## config.mk

```make
export PLATFORM = sky130hd
export DESIGN_NAME = jt12_timer_ctrl
export DESIGN_NICKNAME = d
export VERILOG_FILES = /design/src/rtl/jt12_timer_pkg.sv /design/src/rtl/jt12_timer_cnt.sv /design/src/rtl/jt12_timer_ctrl.sv
export SDC_FILE = /design/constraint.sdc
export NUM_CORES = 1
export LEC_CHECK = 0
export CORE_MARGIN = 5
export CORE_UTILIZATION = 35
export DETAILED_ROUTE_END_ITERATION = 10
export PLACE_DENSITY = 0.69
export SYNTH_ARGS = -nofsm -noshare
export SYNTH_HDL_FRONTEND = slang
export SYNTH_SLANG_ARGS = --single-unit
export TNS_END_PERCENT = 100
```

## constraint.sdc

```tcl
create_clock -name clk -period 2.1 [get_ports clk]
set_input_delay 0.42 -clock clk [delete_from_list [all_inputs] [get_ports clk]]
set_output_delay 0.42 -clock clk [all_outputs]
set_load 0.05 [all_outputs]
```

## src/rtl/jt12_timer_pkg.sv

```systemverilog
// Shared constants for the OPN timer block: counter widths, Timer B
// prescaler ratio and status register bit positions.
package jt12_timer_pkg;

  localparam int unsigned CNTA_W     = 10;
  localparam int unsigned CNTB_W     = 8;
  localparam int unsigned PRESA      = 1;
  localparam int unsigned PRESB      = 16;

  localparam int unsigned FLAG_A_BIT = 0;
  localparam int unsigned FLAG_B_BIT = 1;

endpackage

```

## src/rtl/jt12_timer_cnt.sv

```systemverilog
// One chip timer: start-edge detect on the run bit, optional power-of-two
// prescaler, up-counter that reloads its preset on all-ones overflow,
// registered overflow pulse and sticky overflow flag.
module jt12_timer_cnt #(
  parameter int unsigned W    = 10,
  parameter int unsigned PRES = 1
) (
  input  logic         clk,
  input  logic         rst_n,
  input  logic         cen,
  input  logic [W-1:0] value,
  input  logic         load,
  input  logic         flagen,
  input  logic         clr,
  output logic         flag,
  output logic         flag_nxt,
  output logic         ovf
);

  logic [W-1:0] cnt;
  logic         load_q;
  logic         start;
  logic         run_tick;
  logic         pres_full;
  logic         cnt_tick;
  logic         overflow;

  // Start edge wins over a coincident tick; only a running timer counts
  always_comb begin
    start    = load & ~load_q;
    run_tick = load & ~start & cen;
    cnt_tick = run_tick & pres_full;
    overflow = cnt_tick & (cnt == '1);
  end

  generate
    if (PRES > 1) begin : g_pres
      localparam int unsigned PW = $clog2(PRES);
      logic [PW-1:0] pres;

      // Prescaler wraps naturally since PRES is a power of two
      always_ff @(posedge clk or negedge rst_n) begin
        if (!rst_n)        pres <= '0;
        else if (start)    pres <= '0;
        else if (run_tick) pres <= pres + 1'b1;
      end

      always_comb pres_full = (pres == PW'(PRES - 1));
    end else begin : g_nopres
      always_comb pres_full = 1'b1;
    end
  endgenerate

  // Run-bit history for edge detection, sampled every clk regardless of cen
  always_ff @(posedge clk or negedge rst_n) begin
    if (!rst_n) load_q <= 1'b0;
    else        load_q <= load;
  end

  // Counter: preset on start, increment on prescaled tick, reload on overflow
  always_ff @(posedge clk or negedge rst_n) begin
    if (!rst_n)        cnt <= '0;
    else if (start)    cnt <= value;
    else if (cnt_tick) cnt <= overflow ? value : cnt + 1'b1;
  end

  // Flag next state: a set beats a simultaneous clear so no overflow is lost
  always_comb begin
    flag_nxt = flag;
    if (overflow && flagen) flag_nxt = 1'b1;
    else if (clr)           flag_nxt = 1'b0;
  end

  // Flag and one-clk overflow pulse registers
  always_ff @(posedge clk or negedge rst_n) begin
    if (!rst_n) begin
      flag <= 1'b0;
      ovf  <= 1'b0;
    end else begin
      flag <= flag_nxt;
      ovf  <= overflow;
    end
  end

endmodule

```

## src/rtl/jt12_timer_ctrl.sv

```systemverilog
// Timer A/B controller: two timer instances sharing the divider tick, plus
// the active-low IRQ line and the Timer A overflow pulse used by CSM.
module jt12_timer_ctrl
  import jt12_timer_pkg::*;
(
  input  logic              clk,
  input  logic              rst_n,
  input  logic              cen,
  input  logic [CNTA_W-1:0] value_a,
  input  logic [CNTB_W-1:0] value_b,
  input  logic              load_a,
  input  logic              load_b,
  input  logic              flagen_a,
  input  logic              flagen_b,
  input  logic              clr_a,
  input  logic              clr_b,
  output logic              flag_a,
  output logic              flag_b,
  output logic              ovf_a,
  output logic              irq_n
);

  logic [1:0] flag_nxt;
  logic       ovf_b_unused;

  jt12_timer_cnt #(
    .W    (CNTA_W),
    .PRES (PRESA)
  ) u_timer_a (
    .clk      (clk),
    .rst_n    (rst_n),
    .cen      (cen),
    .value    (value_a),
    .load     (load_a),
    .flagen   (flagen_a),
    .clr      (clr_a),
    .flag     (flag_a),
    .flag_nxt (flag_nxt[FLAG_A_BIT]),
    .ovf      (ovf_a)
  );

  jt12_timer_cnt #(
    .W    (CNTB_W),
    .PRES (PRESB)
  ) u_timer_b (
    .clk      (clk),
    .rst_n    (rst_n),
    .cen      (cen),
    .value    (value_b),
    .load     (load_b),
    .flagen   (flagen_b),
    .clr      (clr_b),
    .flag     (flag_b),
    .flag_nxt (flag_nxt[FLAG_B_BIT]),
    .ovf      (ovf_b_unused)
  );

  // IRQ built from the flags' next state so it changes on the same edge as the flags
  always_ff @(posedge clk or negedge rst_n) begin
    if (!rst_n) irq_n <= 1'b1;
    else        irq_n <= ~(|flag_nxt);
  end

endmodule

```

* Yosys cells after proc, flatten, opt, wreduce, memory -nomap -nowiden
Cells that the tools add are included.
** Word-level totals
- Output and inout bits :: 4
- Input port bits :: 27
- Flip-flop bits (word level) :: 28
- Logic and storage cells :: 47
** Cells by class
- Bitwise logic cells :: 14
- Add/sub/neg operators :: 3
- Equal/unequal tests :: 3
- Reductions and logical operators :: 6
- Mux-type cells :: 12
** Operator list (number)
- $mux 10 :: 3
- $mux 8 :: 3
- $add 10x1->10 const B :: 1
- $eq 10x10->1 const B :: 1
- $and 1x1->1 :: 9
- $add 8x1->8 const B :: 1
- $eq 8x8->1 const B :: 1
- $mux 4 :: 2
- $reduce_bool 2->1 :: 3
- $not 1->1 :: 5
- $add 4x1->4 const B :: 1
- $eq 4x4->1 const B :: 1
- $mux 1 :: 4
- $logic_and 1x1->1 :: 2
- $reduce_or 2->1 :: 1

* Depth between registers and ports, before layout
- Depth after elaboration :: 11
- Gate-level depth with buffers :: 7
- Mapped depth without buffers :: 6

* Hierarchy
A second synthesis with hierarchy kept.
** Second synthesis, totals
- Cell total of the unflattened synthesis :: 188
- Area, all modules :: 1741.7 µm²
** By module, submodules not included
- jt12_timer_cnt at u_timer_b :: instances 1, area an instance 918.4 µm², seq. area each 375.4 µm², cells an instance 102
- jt12_timer_cnt at u_timer_a :: instances 1, area an instance 793.3 µm², seq. area each 325.3 µm², cells an instance 84
- jt12_timer_ctrl :: instances 1, area an instance 30.0 µm², seq. area each 26.3 µm², cells an instance 2

* Worst setup path after synthesis
OpenSTA, ideal clock, no wires.
- Path kind :: register to register
- Start point :: register u_timer_a.cnt[0]
- End point :: register u_timer_a.cnt[6]
- Stages on the path, launching flop included :: 8
- Required time :: 1.974 ns
- Data arrival time :: 1.623 ns
- Clock period less this slack :: 1.749 ns
- Path slack :: 0.351 ns
- Library setup time :: 0.126 ns
- Buffers on the path :: 1
- Cells stage by stage :: dfrtp_1 > ha_1 > and3_4 > and2_1 > buf_6 > a22oi_2 > o21ai_0 > a311o_1
** On the way
- Word-level cells in the longest chain between the ends :: 5
- Elaborated cells between the ends (all ways) :: 6
- Classes of those cells :: add/sub (1); eq/ne (1); mux (3); bitwise (1)
** Ends and longest elaborated chain
- from (decl) :: line jt12_timer_cnt.sv:20 : logic [W-1:0] cnt;
- from (signal assigned) :: line jt12_timer_cnt.sv:63 : else if (start) cnt <= value;
- from (signal assigned) :: line jt12_timer_cnt.sv:64 : else if (cnt_tick) cnt <= overflow ? value : cnt + 1'b1;
- parallel branches: the longest is 2 deep, another holds $add 10x1->10
- $mux 10 * (2 in series) :: line jt12_timer_cnt.sv:64
- $mux 10 * :: line jt12_timer_cnt.sv:63
Every way passes the cells marked *. The select of a mux whose other input is x is not followed.
A chain may end at the register's enable or synchronous reset.

* Worst setup path in the final report
- Start point :: register irq_n
- End point :: output irq_n
** RTL lines
- from (decl) :: line jt12_timer_ctrl.sv:20 : output logic irq_n
- from (signal assigned) :: line jt12_timer_ctrl.sv:61 : else irq_n <= ~(|flag_nxt);
No word-level cell between the ends.

==> impl_metrics.yaml <==
outcome:
  status: "finished clean"
timing:
  worst_pin_slew_ps: 491
  rsz0062_at_grt: "no"
  skew_ps: 7.42
  fin_crit_ps: 2000
  min_period_over_period_pct: 95.1
  maxSlewHeadroom_pct: 67.2
  finalSetupViolations: 0
  fmax_ghz: 0.501
  maxSlewViolCount: 0
  hold_viol_final: 0
  whs_ps: 509
yosys:
  synth_top_family_by_area: "simple AND/OR/NAND/NOR gates"
  synth_area_leaders: "dfrtp_1, o21ai_0, nand2_1, a21oi_1, nor2_1"
  syn_area_um2: 1690
  synthMuxAreaShare_pct: 2.37
  synth_top_area_share_pct: 40.0
  yosys.area.top_type: "dfrtp_1"
  ys_seq_elements: 28
  synth_fp_nets: 220
  ys_types: 53
  synthFlopType: "dfrtp_1"
  synth_xor_area_share_pct: 0
  synth_seq_area_share_pct: 41.6
  async_flop_share_pct: 100
  postSynthAreaPerCell_um2: 8.88
  synth-simple-area-share_pct: 26.5
  yosys.area_share.adder_pct: 2.22
  syn_inst: 190
  synth_edf_count: 0
  synth_warnings: 0
  synth_compound_area_share_pct: 21.5
routing:
  first_iter_violations: 97
  finalWirelength_mm: 3.72
  via_per_inst: 5.40
  dr.pass1.iters: 4
  vias: 1522
  drc: 0
  route.antenna.remaining_nets: 0
  routedWlPerCell_um: 13.2
setup_path:
  critPathMaxFanout: 1
  crit_path_end_kind: "primary output"
  cp-start-kind: "register"
  worstPathArrival_ps: 1580
  max_stage_delay_ps: 790
  worst-path-buf-inv: 1
  cpLargestDelayFamily: "buffers and inverters"
  path_cells: "clkdlybuf4s50_1"
  crit_slowest_cell: "clkdlybuf4s50_1"
  crit_required_ps: 1680
  critPathKind: "reg -> out"
clock_tree:
  cts_hold_buf: 0
  clock-root-buffer: "clkbuf_8"
  clk_latency_ps: 270
  post_cts_buffers: 0
  cts-resized-gates: 0
  clkTransAtPathRegs_ps: 100
  cts_buffers: 3
  clock_path_buffers: 2
  clkSinkCount: 28
  htree_levels: 1
  cts_tree: "built"
cells_and_area:
  mostFrequentLayoutCell: "clkdlybuf4s50_1"
  drive_above_1_share_pct: 14.5
  nets: 259
  fin_area_um2: 2150
  utilization_pct: 45.7
  area_delta_synth_final_pct: 27.1
  final_cell_mix: "clkdlybuf4s50_1, dfrtp_1, nand2_1, o21ai_0, nor2_1"
  antenna_cells: 0
  fin_cells: 282
power_and_ir_drop:
  p_total_mw: 1.34
  power.density_nw_per_um2: 624
  p_leak_nw: 0.879
  peakVddDrop_mv: 0.320
floorplan:
  initial_core_util_pct: 36.0
  die_area_um2: 6310
  ios: 31
  die_y_um: 79.4
  core_um2: 4690
  die_w_um: 79.4
  rows: 25
global_route:
  antenna_found_initial: 0
  grt_pass1_vias: 1478
  grt_max_degree: 29
  grt_pass1_wl_mm: 6.68
  track_usage_pct: 12.8
  overflow: 0
placed_design:
  gp_congestion: 0.850
  hpwl_mm: 2.92
  io_buffer_count: 30
  place_inst: 278
  post_dp_cell_area_um2: 2100
min_path:
  hp-class: "in -> async"
job:
  drv_cap: 0
==> metrics by stage <==
step	setup WS, ps	setup TNS, ps
detailed placement	-30.0	-78.9
floorplan	351	0
global route	63.6	0
global placement	-24.8	-24.8
finish	103	0
CTS	87.4	0
==> report_power, final <==
| group | internal, mW | switching, mW | total [mW] |
|---|---|---|---|
| clock | 0.136 | 0.168 | 0.304 |
| combinational | 0.173 | 0.161 | 0.334 |
| sequential | 0.615 | 0.0862 | 0.701 |
==> sequential cells by signal, indices dropped and copies added (netlist names) <==
signal	count
u_timer_b.flag	1
u_timer_a.ovf	1
irq_n	1
u_timer_b.cnt	8
u_timer_a.load_q	1
u_timer_a.flag	1
u_timer_b.load_q	1
u_timer_b.g_pres.pres	4
u_timer_a.cnt	10
==> layout make-up <==
type / count / area (µm²)
fill: 466 / 2550
multi-input combinational: 142 / 888
sequential: 28 / 702
timing repair buffer: 44 / 405
tap: 54 / 67.6
clock buffer: 4 / 45.0
inverter: 10 / 37.5
==> worst paths after layout <==
kind | startpoint | endpoint | slack, ps | cells after the start
max in group asynchronous | rst_n | irq_n | 1270 | 2
worst min register to register | u_timer_a.cnt[1] | u_timer_a.cnt[1] | 510 | 2
worst max register to register | u_timer_a.cnt[0] | u_timer_a.cnt[6] | 260 | 6
worst max-delay path | irq_n | irq_n | 100 | 1
min in group clk | u_timer_a.cnt[1] | u_timer_a.cnt[1] | 510 | 2
worst min-delay path | rst_n | u_timer_a.cnt[6] | 510 | 2
==> logic make-up after synthesis <==
| group | Yosys count |
|---|---|
| muxes | 4 |
| adders and majority gates | 3 |
| AOI/OAI and AO/OA | 51 |
| DFF | 28 |
| and+or+nand+nor | 84 |
| buffers and inverters | 20 |
==> Yosys cell counts (2+ instances only) <==
master / number
a21oi_1: 12
a221o_1: 2
a31o_2: 2
and2_1: 3
and3_1: 5
and3_4: 2
buf_2: 2
buf_6: 2
clkbuf_1: 4
dfrtp_1: 27
ha_1: 3
inv_1: 9
mux2i_1: 4
nand2_1: 19
nand2b_1: 2
nand3_1: 11
nand4_1: 7
nor2_1: 15
nor2b_1: 2
nor3_1: 9
o21ai_0: 16
==> layer usage <==
metal | global-route usage, % | share of wire [%]
met3 | 1.58 | 4.2
met1 | 18.2 | 48
met4 | 3.61 | 0.97
met2 | 20.5 | 47
met5 | 0 | 0
(Power assumes the default switching activity.)
